==> src/rtl/uart_pkg.sv <==
// uart_pkg: shared UART definitions (FSM states, frame width, divider and vote helpers).
// The PARITY state exists only when UART_RX_PARITY_EN is defined.
package uart_pkg;

  localparam int DATA_BITS = 8;

  typedef enum logic [2:0] {
    ST_IDLE  = 3'd0,
    ST_START = 3'd1,
    ST_DATA  = 3'd2,
`ifdef UART_RX_PARITY_EN
    ST_PARITY = 3'd5,
`endif
    ST_STOP  = 3'd3,
    ST_BREAK = 3'd4
  } uart_state_e;

  // Rounded clocks-per-sample-tick divider.
  function automatic int calc_div(input int clk_hz, input int baud, input int oversample);
    return (clk_hz + (baud * oversample) / 2) / (baud * oversample);
  endfunction

  function automatic logic maj3(input logic a, input logic b, input logic c);
    return (a & b) | (a & c) | (b & c);
  endfunction

endpackage

==> src/rtl/uart_baud_tick.sv <==
// uart_baud_tick: emits a one-cycle tick every DIV clocks; restart_i realigns the phase.
module uart_baud_tick #(
  parameter int DIV = 27
) (
  input  logic clk_i,
  input  logic rst_ni,
  input  logic restart_i,
  output logic tick_o
);

  localparam int CW = (DIV > 1) ? $clog2(DIV) : 1;
  localparam logic [CW-1:0] LAST = CW'(DIV - 1);

  logic [CW-1:0] cnt_q;
  logic          tick_q;

  // Divider counter; tick is registered so it is glitch-free for every consumer.
  always_ff @(posedge clk_i or negedge rst_ni) begin
    if (!rst_ni) begin
      cnt_q  <= {CW{1'b0}};
      tick_q <= 1'b0;
    end else if (restart_i) begin
      cnt_q  <= {CW{1'b0}};
      tick_q <= 1'b0;
    end else if (cnt_q == LAST) begin
      cnt_q  <= {CW{1'b0}};
      tick_q <= 1'b1;
    end else begin
      cnt_q  <= cnt_q + CW'(1);
      tick_q <= 1'b0;
    end
  end

  assign tick_o = tick_q;

endmodule

==> src/rtl/uart_rx_frame.sv <==
// uart_rx_frame: RS-232 receiver, 8N1 by default, 8E1 with PARITY_ERR output when
// UART_RX_PARITY_EN is defined. Bytes leave through a one-entry valid/ready register.
module uart_rx_frame
  import uart_pkg::*;
#(
  parameter int CLK_HZ     = 50_000_000,
  parameter int BAUD       = 115200,
  parameter int OVERSAMPLE = 16
) (
  input  logic                 CLK_50MHZ,
  input  logic                 RST_N,
  input  logic                 RS232_DCE_RXD,
  output logic [DATA_BITS-1:0] DATA,
  output logic                 VALID,
  input  logic                 READY,
  output logic                 FRAME_ERR,
`ifdef UART_RX_PARITY_EN
  output logic                 PARITY_ERR,
`endif
  output logic                 OVERRUN
);

  localparam int DIV = calc_div(CLK_HZ, BAUD, OVERSAMPLE);
  localparam int SW  = $clog2(OVERSAMPLE);
  localparam int BW  = $clog2(DATA_BITS);
  localparam logic [SW-1:0] S_LO     = SW'(OVERSAMPLE / 2 - 1);
  localparam logic [SW-1:0] S_MID    = SW'(OVERSAMPLE / 2);
  localparam logic [SW-1:0] S_HI     = SW'(OVERSAMPLE / 2 + 1);
  localparam logic [SW-1:0] S_END    = SW'(OVERSAMPLE - 1);
  localparam logic [BW-1:0] LAST_BIT = BW'(DATA_BITS - 1);

  logic [1:0]           sync_q;
  logic                 prev_q;
  logic [1:0]           settle_q;
  logic                 armed_q;
  uart_state_e          state_q;
  logic [SW-1:0]        samp_q;
  logic [BW-1:0]        bit_q;
  logic [1:0]           votes_q;
  logic [DATA_BITS-1:0] shift_q;
  logic [DATA_BITS-1:0] data_q;
  logic                 valid_q;
  logic                 ferr_q;
  logic                 ovr_q;
`ifdef UART_RX_PARITY_EN
  logic                 par_bad_q;
  logic                 perr_q;
`endif

  logic rxd_s, fall_s, start_s, tick_s, vote_s, vote_tick_s, end_tick_s, deliver_s;

  assign rxd_s       = sync_q[1];
  assign fall_s      = armed_q & prev_q & ~rxd_s;
  assign start_s     = (state_q == ST_IDLE) & fall_s;
  assign vote_s      = maj3(votes_q[1], votes_q[0], rxd_s);
  assign vote_tick_s = tick_s & (samp_q == S_HI);
  assign end_tick_s  = tick_s & (samp_q == S_END);
`ifdef UART_RX_PARITY_EN
  assign deliver_s   = vote_tick_s & (state_q == ST_STOP) & vote_s & ~par_bad_q;
`else
  assign deliver_s   = vote_tick_s & (state_q == ST_STOP) & vote_s;
`endif

  uart_baud_tick #(.DIV(DIV)) u_tick (
    .clk_i     (CLK_50MHZ),
    .rst_ni    (RST_N),
    .restart_i (start_s),
    .tick_o    (tick_s)
  );

  // Synchroniser; a line already low after reset must rise before a start edge counts.
  always_ff @(posedge CLK_50MHZ or negedge RST_N) begin
    if (!RST_N) begin
      sync_q   <= 2'b11;
      prev_q   <= 1'b1;
      settle_q <= 2'd0;
      armed_q  <= 1'b0;
    end else begin
      sync_q <= {sync_q[0], RS232_DCE_RXD};
      prev_q <= rxd_s;
      if (settle_q != 2'd2) settle_q <= settle_q + 2'd1;
      if ((settle_q == 2'd2) && rxd_s) armed_q <= 1'b1;
    end
  end

  // Frame FSM with in-bit sample counter and three-sample vote.
  always_ff @(posedge CLK_50MHZ or negedge RST_N) begin
    if (!RST_N) begin
      state_q <= ST_IDLE;
      samp_q  <= {SW{1'b0}};
      bit_q   <= {BW{1'b0}};
      votes_q <= 2'b11;
      shift_q <= {DATA_BITS{1'b0}};
      ferr_q  <= 1'b0;
`ifdef UART_RX_PARITY_EN
      par_bad_q <= 1'b0;
      perr_q    <= 1'b0;
`endif
    end else begin
      ferr_q <= 1'b0;
`ifdef UART_RX_PARITY_EN
      perr_q <= 1'b0;
`endif
      if (tick_s) begin
        samp_q <= (samp_q == S_END) ? {SW{1'b0}} : samp_q + SW'(1);
        if (samp_q == S_LO)  votes_q[1] <= rxd_s;
        if (samp_q == S_MID) votes_q[0] <= rxd_s;
      end
      case (state_q)
        ST_IDLE: begin
          if (start_s) begin
            state_q <= ST_START;
            samp_q  <= {SW{1'b0}};
            bit_q   <= {BW{1'b0}};
          end
        end
        ST_START: begin
          if (vote_tick_s && vote_s) state_q <= ST_IDLE;
          else if (end_tick_s)       state_q <= ST_DATA;
        end
        ST_DATA: begin
          if (vote_tick_s) shift_q <= {vote_s, shift_q[DATA_BITS-1:1]};
          if (end_tick_s) begin
            bit_q <= bit_q + BW'(1);
`ifdef UART_RX_PARITY_EN
            if (bit_q == LAST_BIT) state_q <= ST_PARITY;
`else
            if (bit_q == LAST_BIT) state_q <= ST_STOP;
`endif
          end
        end
`ifdef UART_RX_PARITY_EN
        ST_PARITY: begin
          if (vote_tick_s) par_bad_q <= vote_s ^ (^shift_q);
          if (end_tick_s)  state_q   <= ST_STOP;
        end
`endif
        ST_STOP: begin
          // Leave at mid-bit so a zero-idle start edge is still caught.
          if (vote_tick_s) begin
`ifdef UART_RX_PARITY_EN
            perr_q <= par_bad_q;
`endif
            if (vote_s) begin
              state_q <= ST_IDLE;
            end else begin
              ferr_q  <= 1'b1;
              state_q <= ST_BREAK;
            end
          end
        end
        ST_BREAK: begin
          if (rxd_s) state_q <= ST_IDLE;
        end
        default: state_q <= ST_IDLE;
      endcase
    end
  end

  // One-entry holding register: load when empty or being drained, else flag overrun.
  always_ff @(posedge CLK_50MHZ or negedge RST_N) begin
    if (!RST_N) begin
      data_q  <= {DATA_BITS{1'b0}};
      valid_q <= 1'b0;
      ovr_q   <= 1'b0;
    end else begin
      ovr_q <= 1'b0;
      if (deliver_s) begin
        if (!valid_q || READY) begin
          data_q  <= shift_q;
          valid_q <= 1'b1;
        end else begin
          ovr_q <= 1'b1;
        end
      end else if (READY) begin
        valid_q <= 1'b0;
      end
    end
  end

  assign DATA      = data_q;
  assign VALID     = valid_q;
  assign FRAME_ERR = ferr_q;
  assign OVERRUN   = ovr_q;
`ifdef UART_RX_PARITY_EN
  assign PARITY_ERR = perr_q;
`endif

endmodule

==> config.mk <==
export PLATFORM = sky130hd
export DESIGN_NAME = uart_rx_frame
export DESIGN_NICKNAME = d
export VERILOG_FILES = /design/src/rtl/uart_pkg.sv /design/src/rtl/uart_baud_tick.sv /design/src/rtl/uart_rx_frame.sv
export SDC_FILE = /design/constraint.sdc
export NUM_CORES = 1
export LEC_CHECK = 0
export BUFFER_PORTS_ARGS = -buffer_cell sky130_fd_sc_hd__buf_2
export CAP_MARGIN = 20
export CORE_MARGIN = 2
export CORE_UTILIZATION = 40
export CTS_CLUSTER_DIAMETER = 80
export DETAILED_ROUTE_END_ITERATION = 8
export GPL_TIMING_DRIVEN = 0
export HOLD_SLACK_MARGIN = 0.12
export PLACE_DENSITY = 0.65
export SKIP_CTS_REPAIR_TIMING = 1
export SLEW_MARGIN = 20
export SYNTH_ARGS = -nofsm -noshare
export SYNTH_HDL_FRONTEND = slang
export SYNTH_HIERARCHICAL = 1
export SYNTH_SLANG_ARGS = --single-unit
==> constraint.sdc <==
create_clock -name CLK_50MHZ -period 2.08 [get_ports CLK_50MHZ]
set_clock_uncertainty 0.15 [all_clocks]
set_input_delay 0.208 -clock CLK_50MHZ [delete_from_list [all_inputs] [get_ports CLK_50MHZ]]
set_output_delay 0.208 -clock CLK_50MHZ [all_outputs]
set_load 0.05 [all_outputs]
==> impl_metrics.env <==
export IMPL_fin_crit_sh_pct=92.36
export IMPL_wl_per_cell_um=13.00
export IMPL_grt_met1_usage_pct=14.97
export IMPL_dr_pass1_iters=4
export IMPL_ff2ff_path_depth=4
export IMPL_drt_first_iter_violations=95
export IMPL_p_sw_w=0.0004718
export IMPL_grtUsageMet3_pct=2.981
export IMPL_arrival_ns=1.95
export IMPL_internal_power_w=0.001400
export IMPL_diodes=0
export IMPL_fillerInstances=424
export IMPL_r2r_end="bit_q[0]"
export IMPL_multiInputGateArea_um2=823.3
export IMPL_dp_worst_setup_slack_ns=0.1553
export IMPL_syn_num_nets=158
export IMPL_pwr_share_seq_pct=52.0
export IMPL_tightestPinTransition_ns=0.9166
export IMPL_setup_slack_ns=0.1589
export IMPL_grt_overflow=0
export IMPL_portBuffers=14
export IMPL_end_kind="flip-flop"
export IMPL_reg2reg_from="state_q[0]"
export IMPL_cts_tree="done"
export IMPL_rows=25
export IMPL_netlist_area_mm2=0.001967
export IMPL_hp_start="sync_q[0]"
export IMPL_clkPwrFrac_pct=35.6
export IMPL_holdPathEnd="sync_q[1]"
export IMPL_maxCapViolations=0
export IMPL_layout_min_cycle_time_ns=1.921
export IMPL_dieHeight_um=74.12
export IMPL_pwr_share_comb_pct=12.4
export IMPL_syn_inst=146
export IMPL_clockBufferDepth=2
export IMPL_holdCritPathClass="flip-flop to flip-flop"
export IMPL_synth_seq_cells=43
export IMPL_grt_max_degree=44
export IMPL_ioPinCount=15
export IMPL_gr_max_usage_layer="met2"
export IMPL_fmax_ghz=0.5205
export IMPL_rrSetupSlack_ns=0.16
export IMPL_relSlewSlack_pct=38.89
export IMPL_ys_seq_area_share_pct=55.03
export IMPL_cts_sinks=43
export IMPL_cts_htree_levels=2
export IMPL_dieArea_mm2=0.005494
export IMPL_powerDensity_mw_per_mm2=825.2
export IMPL_cts_root_buffer="clkbuf_8"
export IMPL_ff_latch_area_mm2=0.001082
export IMPL_yosys_top_cells_area="dfrtp_1, mux2_2, dfstp_2"
export IMPL_cpMaxStageDelayCell="nor4b_4"
export IMPL_dp_hpwl_mm=2.158
export IMPL_setup_viol_count_final=0
export IMPL_hold_viol_final=0
export IMPL_grt_usage_pct=13.04
export IMPL_vias=1194
export IMPL_die_x_um=74.12
export IMPL_grt_pass1_wl_mm=5.416
export IMPL_utilization_pct=48.03
export IMPL_yosys_warnings=6
export IMPL_final_layout_size_suffix_gt1_share_pct=38.60
export IMPL_synth_area_per_cell_um2=13.47
export IMPL_grt_antenna_before_repair=0
export IMPL_fp_coreArea_mm2=0.004723
export IMPL_wl_mm=3.094
export IMPL_final_setup_tns_ns=0
export IMPL_synth_largest_area_cell="dfrtp_1"
export IMPL_cts_buffers=5
export IMPL_cpPeakStageDelay_ns=0.57
export IMPL_path_class="flip-flop to flip-flop"
export IMPL_nets=182
export IMPL_switching_share_pct=25.21
export IMPL_synth_edf_count=0
export IMPL_async_reset_ff_share_pct=100.0
export IMPL_initial_core_util_pct=41.64
export IMPL_drv_slew=0
export IMPL_grt_met2_usage_pct=22.42
export IMPL_p_total_w=0.001872
export IMPL_status="finished clean"
export IMPL_synth_ff_type="dfrtp_1"
export IMPL_area_delta_synth_final_pct=15.33
export IMPL_grt_pass1_vias=1218
export IMPL_whs_path_depth=0
export IMPL_cp_max_fo=11
export IMPL_gp_congestion=0.7610
export IMPL_cp_required_ns=2.11
export IMPL_synth_top_cell_area_share_pct=48.35
export IMPL_power_leakage_nw=1.105
export IMPL_critPathLaunchType="flip-flop"
export IMPL_rsz0062_at_grt="no"
export IMPL_yosysUniqueCellTypes=42
export IMPL_cp_cell_sequence="nor2_4 > nor4b_4 > nor2_2 > mux2_2"
export IMPL_peakVddDrop_mv=0.4448
export IMPL_avgViaCountPerCell=5.017
export IMPL_clock_latency_ns=0.29
export IMPL_drc=0
export IMPL_postRouteAntennaNets=0
export IMPL_clkSlewWorstSetupHoldPaths_ns=0.08
## cells in the final DEF, fill, tap and decap left out, drive strengths merged, types with 3 or more instances in the layout
master / count
and4: 3
buf: 19
clkbuf: 6
dfrtp: 38
dfstp: 5
dlygate4sd3: 3
ha: 8
inv: 4
mux2: 21
nand2: 8
nand3: 3
nor2: 10
nor3: 5
o21ai: 4
## synthesized netlist by cell type (3+ instances only)
library cell and number:
dfrtp_1 38, nand2_1 8, mux2_2 21, buf_6 3
ha_1 8, nor3_1 5, inv_1 4, dfstp_2 5
o21ai_0 3, nor2_1 7
## worst max-delay path: cells and delay by family (launching register included)
kind,cells,cell delay (ns)
and+or+nand+nor,3,0.89
DFF,1,0.48
muxes,1,0.29
## per-layer routing
layer | wire length [µm] | up-vias
li1 | - | 569
met1 | 1356 | 594
met2 | 1559 | 24
met3 | 121 | 7
met4 | 56 | 0
met5 | 0 | -
## area by class of cell
cell class | count | area share (%)
Clock buffer | 6 | 3.640
Inverter | 4 | 0.6619
Tap cell | 67 | 3.696
Timing Repair Buffer | 17 | 4.413
Clock inverter | 2 | 1.544
Multi-Input combinational cell | 94 | 36.29
Sequential cell | 43 | 47.71
Buffer | 5 | 2.041
## flip-flops by register name (all words and copies together), names as in the netlist
register / cells
armed_q: 1
u_tick/tick_o: 1
VALID: 1
state_q: 3
votes_q: 2
samp_q: 4
sync_q: 2
settle_q: 2
DATA: 8
bit_q: 3
OVERRUN: 1
shift_q: 8
prev_q: 1
FRAME_ERR: 1
u_tick/cnt_q: 5
## metrics by stage
step           hold slack [ns]  cell area, µm²  cells
6_report                0.2077            2268    238
5_1_grt                 0.2128            2268    238
4_1_cts                -0.1525            2238    235
3_5_place_dp            0.1655            2121    227
3_3_place_gp            0.1669            2121    227
2_1_floorplan          -0.2376            1967    146
## how the worst max path moves through the flow
stage / from / to / slack, ns / cells past startpoint
after detailed placement: state_q[0] / bit_q[0] / 0.16 / 4
after global routing: state_q[0] / bit_q[0] / 0.06 / 4
final: state_q[0] / bit_q[0] / 0.16 / 4
after floorplan: VALID / DATA[0] / 0.34 / 3
after global placement: state_q[0] / bit_q[0] / 0.21 / 4
after CTS: state_q[0] / bit_q[0] / 0.15 / 4
## logic make-up after synthesis
kind of cell / after synthesis / synth area share [%]
and+or+nand+nor: 44 / 16.54
DFF: 43 / 55.03
buffers and inverters: 9 / 3.117
muxes: 22 / 12.53
AOI/OAI and AO/OA: 15 / 5.217
xor gates and xnor gates: 4 / 1.781
adders and majority gates: 9 / 5.789
## power groups by stage
stage,Clock (W),Sequential [W],Combinational (W)
6_report,0.000666,0.000974,0.000232
5_1_grt,0.000717,0.000983,0.000271
4_1_cts,0.000689,0.000969,0.000232
3_5_place_dp,0,0.000984,0.000232
3_3_place_gp,0,0.000974,0.000211
2_1_floorplan,0,0.000966,0.000177
Note: power is estimated with default switching activity, not from simulation.
